### config.mk
export PLATFORM = sky130hd
export DESIGN_NAME = ex_pipe_regs_flat
export DESIGN_NICKNAME = d
export VERILOG_FILES = /design/src/rtl/ex_pipe_regs_pkg.sv /design/src/rtl/ex_pipe_regs_if.sv /design/src/rtl/ex_pipe_regs_flopenrc.sv /design/src/rtl/ex_pipe_regs.sv /design/src/flat_wrapper.sv
export SDC_FILE = /design/constraint.sdc
export NUM_CORES = 1
export LEC_CHECK = 0
export ABC_AREA = 1
export CORE_ASPECT_RATIO = 1.5
export CORE_MARGIN = 8
export CORE_UTILIZATION = 35
export DETAILED_ROUTE_END_ITERATION = 6
export PLACE_DENSITY = 0.75
export SYNTH_ARGS = -nofsm -noshare
export SYNTH_HDL_FRONTEND = slang
export SYNTH_SLANG_ARGS = --single-unit
### constraint.sdc
create_clock -name clk -period 2.7 [get_ports clk]
set_input_delay 0.675 -clock clk [delete_from_list [all_inputs] [get_ports clk]]
set_output_delay 0.675 -clock clk [all_outputs]
set_load 0.05 [all_outputs]
### src/rtl/ex_pipe_regs_pkg.sv
// Shared constants for the execute-stage pipeline registers and the hazard unit.
package ex_pipe_regs_pkg;
  localparam int DATA_W_DEF = 32;
  localparam int RA_W_DEF   = 4;

  // Bit positions inside the Match vector
  localparam int M1EM = 3;
  localparam int M1EW = 2;
  localparam int M2EM = 1;
  localparam int M2EW = 0;
endpackage

### src/rtl/ex_pipe_regs_if.sv
// D/E/M/W pipeline-register bundle; master drives the pipeline, slave holds the registers.
interface ex_pipe_regs_if
  import ex_pipe_regs_pkg::*;
#(
  parameter int DATA_W = DATA_W_DEF,
  parameter int RA_W   = RA_W_DEF
);
  logic [RA_W-1:0]   RA1D, RA2D, WA3D;
  logic              RegWriteD, MemtoRegD;
  logic [DATA_W-1:0] RD1D, RD2D, ExtImmD;
  logic              FlushE;
  logic [DATA_W-1:0] ALUResultE;
  logic [DATA_W-1:0] ReadDataM;

  logic [RA_W-1:0]   RA1E, RA2E, WA3E;
  logic [DATA_W-1:0] RD1E, RD2E, ExtImmE;
  logic              RegWriteE, MemtoRegE;
  logic [DATA_W-1:0] ALUOutM;
  logic [RA_W-1:0]   WA3M;
  logic              RegWriteM, MemtoRegM;
  logic [DATA_W-1:0] ResultW;
  logic [RA_W-1:0]   WA3W;
  logic              RegWriteW;
  logic [3:0]        Match;
  logic              StallF, StallD;

  modport master (
    output RA1D, RA2D, WA3D, RegWriteD, MemtoRegD, RD1D, RD2D, ExtImmD,
           FlushE, ALUResultE, ReadDataM,
    input  RA1E, RA2E, WA3E, RD1E, RD2E, ExtImmE, RegWriteE, MemtoRegE,
           ALUOutM, WA3M, RegWriteM, MemtoRegM, ResultW, WA3W, RegWriteW,
           Match, StallF, StallD
  );

  modport slave (
    input  RA1D, RA2D, WA3D, RegWriteD, MemtoRegD, RD1D, RD2D, ExtImmD,
           FlushE, ALUResultE, ReadDataM,
    output RA1E, RA2E, WA3E, RD1E, RD2E, ExtImmE, RegWriteE, MemtoRegE,
           ALUOutM, WA3M, RegWriteM, MemtoRegM, ResultW, WA3W, RegWriteW,
           Match, StallF, StallD
  );
endinterface

### src/rtl/ex_pipe_regs_flopenrc.sv
// Pipeline register: async active-low reset, enable, synchronous clear.
module ex_pipe_regs_flopenrc #(
  parameter int WIDTH = 8
) (
  input  logic             clk,
  input  logic             reset,
  input  logic             en,
  input  logic             clr,
  input  logic [WIDTH-1:0] d,
  output logic [WIDTH-1:0] q
);
  always_ff @(posedge clk or negedge reset) begin
    if (!reset)  q <= '0;
    else if (en) q <= clr ? '0 : d;
  end
endmodule

### src/rtl/ex_pipe_regs.sv
// D->E, E->M, M->W pipeline registers with forwarding-match and load-use stall detection.
module ex_pipe_regs
  import ex_pipe_regs_pkg::*;
#(
  parameter int DATA_W = DATA_W_DEF,
  parameter int RA_W   = RA_W_DEF
) (
  input  logic        clk,
  input  logic        reset,
  ex_pipe_regs_if.slave bus
);
  localparam int EC_W = 3*RA_W + 2;
  localparam int ED_W = 3*DATA_W;
  localparam int M_W  = DATA_W + RA_W + 2;
  localparam int W_W  = DATA_W + RA_W + 1;

  logic              ldr_stall, bubble;
  logic [EC_W-1:0]   ec_q;
  logic [ED_W-1:0]   ed_q;
  logic [M_W-1:0]    m_q;
  logic [W_W-1:0]    w_q;
  logic [DATA_W-1:0] result_m;
  logic [3:0]        match;

  // A load in E whose destination feeds the instruction in D must wait one cycle.
  assign ldr_stall = ((bus.RA1D == bus.WA3E) | (bus.RA2D == bus.WA3E))
                     & bus.MemtoRegE & bus.RegWriteE;
  assign bubble    = bus.FlushE | ldr_stall;
  assign bus.StallF = ldr_stall;
  assign bus.StallD = ldr_stall;

  ex_pipe_regs_flopenrc #(.WIDTH(EC_W)) u_e_ctrl (
    .clk(clk), .reset(reset), .en(1'b1), .clr(bubble),
    .d({bus.RA1D, bus.RA2D, bus.WA3D, bus.RegWriteD, bus.MemtoRegD}),
    .q(ec_q)
  );

  ex_pipe_regs_flopenrc #(.WIDTH(ED_W)) u_e_data (
    .clk(clk), .reset(reset), .en(1'b1), .clr(bubble),
    .d({bus.RD1D, bus.RD2D, bus.ExtImmD}),
    .q(ed_q)
  );

  ex_pipe_regs_flopenrc #(.WIDTH(M_W)) u_m (
    .clk(clk), .reset(reset), .en(1'b1), .clr(1'b0),
    .d({bus.ALUResultE, bus.WA3E, bus.RegWriteE, bus.MemtoRegE}),
    .q(m_q)
  );

  assign result_m = bus.MemtoRegM ? bus.ReadDataM : bus.ALUOutM;

  ex_pipe_regs_flopenrc #(.WIDTH(W_W)) u_w (
    .clk(clk), .reset(reset), .en(1'b1), .clr(1'b0),
    .d({result_m, bus.WA3M, bus.RegWriteM}),
    .q(w_q)
  );

  assign {bus.RA1E, bus.RA2E, bus.WA3E, bus.RegWriteE, bus.MemtoRegE} = ec_q;
  assign {bus.RD1E, bus.RD2E, bus.ExtImmE}                            = ed_q;
  assign {bus.ALUOutM, bus.WA3M, bus.RegWriteM, bus.MemtoRegM}        = m_q;
  assign {bus.ResultW, bus.WA3W, bus.RegWriteW}                       = w_q;

  // Ungated by RegWrite; the forwarding unit qualifies these.
  always_comb begin
    match       = '0;
    match[M1EM] = (bus.RA1E == bus.WA3M);
    match[M1EW] = (bus.RA1E == bus.WA3W);
    match[M2EM] = (bus.RA2E == bus.WA3M);
    match[M2EW] = (bus.RA2E == bus.WA3W);
  end
  assign bus.Match = match;
endmodule

### src/flat_wrapper.sv
// flat-port wrapper written by rule: the top's interface ports become plain ports
module ex_pipe_regs_flat import ex_pipe_regs_pkg::*;
#(
  parameter int DATA_W = DATA_W_DEF,
  parameter int RA_W   = RA_W_DEF
)
  (clk, reset, bus_RA1D, bus_RA2D, bus_WA3D, bus_RegWriteD, bus_MemtoRegD, bus_RD1D, bus_RD2D, bus_ExtImmD, bus_FlushE, bus_ALUResultE, bus_ReadDataM, bus_RA1E, bus_RA2E, bus_WA3E, bus_RD1E, bus_RD2E, bus_ExtImmE, bus_RegWriteE, bus_MemtoRegE, bus_ALUOutM, bus_WA3M, bus_RegWriteM, bus_MemtoRegM, bus_ResultW, bus_WA3W, bus_RegWriteW, bus_Match, bus_StallF, bus_StallD);
  ex_pipe_regs_if #(.DATA_W(DATA_W), .RA_W(RA_W)) bus_i ();
  input  logic clk;
  input  logic reset;
  input wire logic [$bits(bus_i.RA1D)-1:0] bus_RA1D;
  input wire logic [$bits(bus_i.RA2D)-1:0] bus_RA2D;
  input wire logic [$bits(bus_i.WA3D)-1:0] bus_WA3D;
  input wire logic [$bits(bus_i.RegWriteD)-1:0] bus_RegWriteD;
  input wire logic [$bits(bus_i.MemtoRegD)-1:0] bus_MemtoRegD;
  input wire logic [$bits(bus_i.RD1D)-1:0] bus_RD1D;
  input wire logic [$bits(bus_i.RD2D)-1:0] bus_RD2D;
  input wire logic [$bits(bus_i.ExtImmD)-1:0] bus_ExtImmD;
  input wire logic [$bits(bus_i.FlushE)-1:0] bus_FlushE;
  input wire logic [$bits(bus_i.ALUResultE)-1:0] bus_ALUResultE;
  input wire logic [$bits(bus_i.ReadDataM)-1:0] bus_ReadDataM;
  output wire logic [$bits(bus_i.RA1E)-1:0] bus_RA1E;
  output wire logic [$bits(bus_i.RA2E)-1:0] bus_RA2E;
  output wire logic [$bits(bus_i.WA3E)-1:0] bus_WA3E;
  output wire logic [$bits(bus_i.RD1E)-1:0] bus_RD1E;
  output wire logic [$bits(bus_i.RD2E)-1:0] bus_RD2E;
  output wire logic [$bits(bus_i.ExtImmE)-1:0] bus_ExtImmE;
  output wire logic [$bits(bus_i.RegWriteE)-1:0] bus_RegWriteE;
  output wire logic [$bits(bus_i.MemtoRegE)-1:0] bus_MemtoRegE;
  output wire logic [$bits(bus_i.ALUOutM)-1:0] bus_ALUOutM;
  output wire logic [$bits(bus_i.WA3M)-1:0] bus_WA3M;
  output wire logic [$bits(bus_i.RegWriteM)-1:0] bus_RegWriteM;
  output wire logic [$bits(bus_i.MemtoRegM)-1:0] bus_MemtoRegM;
  output wire logic [$bits(bus_i.ResultW)-1:0] bus_ResultW;
  output wire logic [$bits(bus_i.WA3W)-1:0] bus_WA3W;
  output wire logic [$bits(bus_i.RegWriteW)-1:0] bus_RegWriteW;
  output wire logic [$bits(bus_i.Match)-1:0] bus_Match;
  output wire logic [$bits(bus_i.StallF)-1:0] bus_StallF;
  output wire logic [$bits(bus_i.StallD)-1:0] bus_StallD;
  assign bus_i.RA1D = bus_RA1D;
  assign bus_i.RA2D = bus_RA2D;
  assign bus_i.WA3D = bus_WA3D;
  assign bus_i.RegWriteD = bus_RegWriteD;
  assign bus_i.MemtoRegD = bus_MemtoRegD;
  assign bus_i.RD1D = bus_RD1D;
  assign bus_i.RD2D = bus_RD2D;
  assign bus_i.ExtImmD = bus_ExtImmD;
  assign bus_i.FlushE = bus_FlushE;
  assign bus_i.ALUResultE = bus_ALUResultE;
  assign bus_i.ReadDataM = bus_ReadDataM;
  assign bus_RA1E = bus_i.RA1E;
  assign bus_RA2E = bus_i.RA2E;
  assign bus_WA3E = bus_i.WA3E;
  assign bus_RD1E = bus_i.RD1E;
  assign bus_RD2E = bus_i.RD2E;
  assign bus_ExtImmE = bus_i.ExtImmE;
  assign bus_RegWriteE = bus_i.RegWriteE;
  assign bus_MemtoRegE = bus_i.MemtoRegE;
  assign bus_ALUOutM = bus_i.ALUOutM;
  assign bus_WA3M = bus_i.WA3M;
  assign bus_RegWriteM = bus_i.RegWriteM;
  assign bus_MemtoRegM = bus_i.MemtoRegM;
  assign bus_ResultW = bus_i.ResultW;
  assign bus_WA3W = bus_i.WA3W;
  assign bus_RegWriteW = bus_i.RegWriteW;
  assign bus_Match = bus_i.Match;
  assign bus_StallF = bus_i.StallF;
  assign bus_StallD = bus_i.StallD;
  ex_pipe_regs #(.DATA_W(DATA_W), .RA_W(RA_W)) u_core (.clk(clk), .reset(reset), .bus(bus_i));
endmodule
==> summary.md <==
| Metric | Value |
|---|---|
| Status | `completed` |
| Clk_lat worst skew | `between 0.4 and 0.5 ns` |
| Int Pwr | `5030 uW` |
| Sw Pwr | `2070 uW` |
| Worst-margin pin slew | `0.599 ns` |
| Fin cells | `between 1000 and 1500` |
| Hold Path Class | `input pin to async pin` |
| Number of nets with antenna violations after routing | `0` |
| Total Power | `7100 uW` |
| Syn_area_per_cell | `11.8 sq um` |
| CP delay by family, top | `buffers and inverters` |
| Num CTS Buffers | `17` |
| Die height | `181 microns` |
| Endpoints failing setup | `0` |
| Synth top area cells | `dfrtp_1, inv_1, nor2_1` |
| Dominant cell type by area after synthesis | `dfrtp_1` |
| Total Neg Setup Slack | `0 ns` |
| Combinational Power Share | `0.212` |
| Overflow after GRT | `0` |
| Total number of vias | `4821` |
| DRT iter0 DRCs | `144` |
| Clk pwr share | `0.366` |
| Largest net degree at the start of global routing | `61` |
| Slew Limit Fails | `0` |
| Pleak | `0.00525 uW` |
| Max Fclk | `386 MHz` |
| DR DRC count | `0` |
| Initial Utilization | `0.355` |
| CP Capture Type | `output pin` |
| Worst vdd ir | `0.367 mV` |
| Clk root buf | `clkbuf_16` |
| Clock Tree Buf Depth | `2` |
| CP bufs+invs | `4` |
| # port buffers | `367` |
| GPL Wtd Cong | `0.852` |
| Critical path class | `input pin to output pin` |
| DIE AREA | `about 0.023 sq mm` |
| Yosys reg bits | `185` |
| CP max stage delay | `0.49 ns` |
| Post-Syn Nets | `712` |
| Seq/Total Area, Yosys | `0.731` |
| Vias per cell | `around 4.2` |
| Crit path top cell by count | `nand2_1` |
| Max cap viols | `0` |
| Nets | `1092` |
| Synth Cell Area | `0.00633 sq mm` |
| Placed cell count | `roughly 1100` |
| Number of distinct library cells after synthesis | `12` |
| CP Data Arrival Time | `1.91 ns` |
| CP max-delay cell | `clkdlybuf4s50_1` |
| Top-count cell post-synth | `dfrtp_1` |
| Minimum hold slack | `0.234 ns` |
| Clock sink count | `approximately 190` |
| Final period utilization | `0.958` |
| Sequential power share | `0.422` |
| WL final | `21000 microns` |
| FFs w/ async S/R, synth | `1.00` |
| Crit path time final | `2.59 ns` |
| Top FF cell, synth | `dfrtp_1` |
| First-pass GRT wire length | `31600 microns` |
| Die W | `~130 microns` |
| Top post-synthesis cells by count | `dfrtp_1, inv_1, nor2_1` |
| Setup Skew | `0.0145 ns` |
| Ports | `368` |
| CTS H-tree lvls | `4` |
| Drt first pass iters | `4` |
| Yosys Warn Count | `0` |
| P&R area growth vs syn | `72.8%` |
| Top-area cell type share of the netlist area | `0.731` |
| Share of layout cells above drive strength 1 | `0.0948` |
| Core ar. | `0.0179 sq mm` |
| RSZ-0062 raised after global routing | `false` |
| Critical Path RT | `2.03 ns` |
| DP Wirelength | `17200 microns` |
| Maximum fanout along the worst path | `2` |
| TritonCTS clock tree | `done` |
| Startpoint Class | `input pin` |
| Total GRT Usage | `0.187` |
| Core Rows | `60` |
| Fin. Hold Viols | `0` |
| Number of flops mapped to enable cells by yosys | `0` |
| Relative slew slack | `0.600` |
| PwrDens | `between 600 and 700 mW/mm^2` |
| Reg clk slew, reported paths | `0.07 ns` |
| Syn Inst Count | `~540` |
| Initial antenna violation count | `5` |
| Switching share of power | `0.291` |
| CP cell instances | `clkdlybuf4s50_1 > inv_1 > nand2_1 > nand2_1 > nor2_1 > nand2_1 > nand2_1 > nand2_2 > inv_2 > buf_12` |
| Drt wl/cell | `~18 microns` |
| Vias in the first global route | `5308` |
[stage by stage]
stage | cell area, sq um | util | worst slack (ns)
after floorplan | 6360 | - | 0.305
after global placement | 10300 | 0.577 | 0.0578
after detailed placement | 10300 | 0.577 | 0.0558
after CTS | 10900 | 0.612 | 0.0358
after global routing | 10900 | 0.613 | 0.0394
final | 10900 | 0.613 | 0.113
[final cells by class]
type / count / area, sq um
clock inverters: 14 / 189
repair buffers: 378 / 3830
flip-flops and latches: 185 / 4630
inverters: 125 / 469
clock buffers: 18 / 439
well taps: 217 / 272
diodes: 2 / 5.00
multi-input cells: 208 / 1120
fillers: 1427 / 6920
[power groups by stage]
stage               Combinational (uW)  Sequential [uW]  Clock, uW
floorplan                          217             3610          0
detailed placement                1510             3050          0
finish                            1500             3000       2600
global route                      1580             3010       2770
global placement                  1500             3040          0
CTS                               1520             3000       2670
[logic make-up (layout without fill, tap and decap cells)]
logic type	count (synthesis)	in the layout	share of synthesized area
xor gates and xnor gates	8	8	0.0111
and+or+nand+nor	164	164	0.0972
AOI/OAI and AO/OA	4	4	0.00553
DFF	185	185	0.731
muxes	32	32	0.0569
buffers and inverters	142	535	0.0986
other	0	2	0
[layout by cell type (no fill, tap or decap), types with 3 or more instances in the layout]
master	n
buf_4	11
mux2_2	30
a221oi_2	4
xnor2_1	8
bufinv_16	3
buf_12	7
dfrtp_1	185
nand2_1	48
clkbuf_16	17
inv_1	124
clkdlybuf4s50_1	359
nor2_1	114
[routing by layer]
layer / GRT usage / share of wire
met4: 0.0899 / 0.032
met5: 0 / 0.0019
met1: 0.178 / 0.33
met3: 0.0696 / 0.080
met2: 0.347 / 0.55
[sequential cells by signal, summed over array words and instances, names as in the netlist]
signal	cells
u_core.u_e_ctrl.q	14
u_core.u_e_data.q	96
u_core.u_m.q	38
u_core.u_w.q	37
[path summary, 6_finish.rpt]
check,from,endpoint,slack [ns],depth (start not counted)
max,bus_RA2D[0],bus_StallD,0.11,10
min,reset,u_core.u_e_ctrl.q[6],0.23,1
max reg2reg,u_core.u_e_ctrl.q[2],u_core.u_e_data.q[45],1.02,10
min reg2reg,u_core.u_m.q[1],u_core.u_w.q[0],0.38,0
max in group asynchronous,reset,u_core.u_m.q[21],1.76,2
min in group clk,u_core.u_m.q[1],u_core.u_w.q[0],0.38,0
[what timing repair did]
item / in CTS / in global routing
hold buffers: 0 / 0
setup endpoints to repair: 0 / 2
buffers inserted: 0 / 0
resized for setup: 0 / 2
No activity file was read; power rests on OpenSTA's default activity.
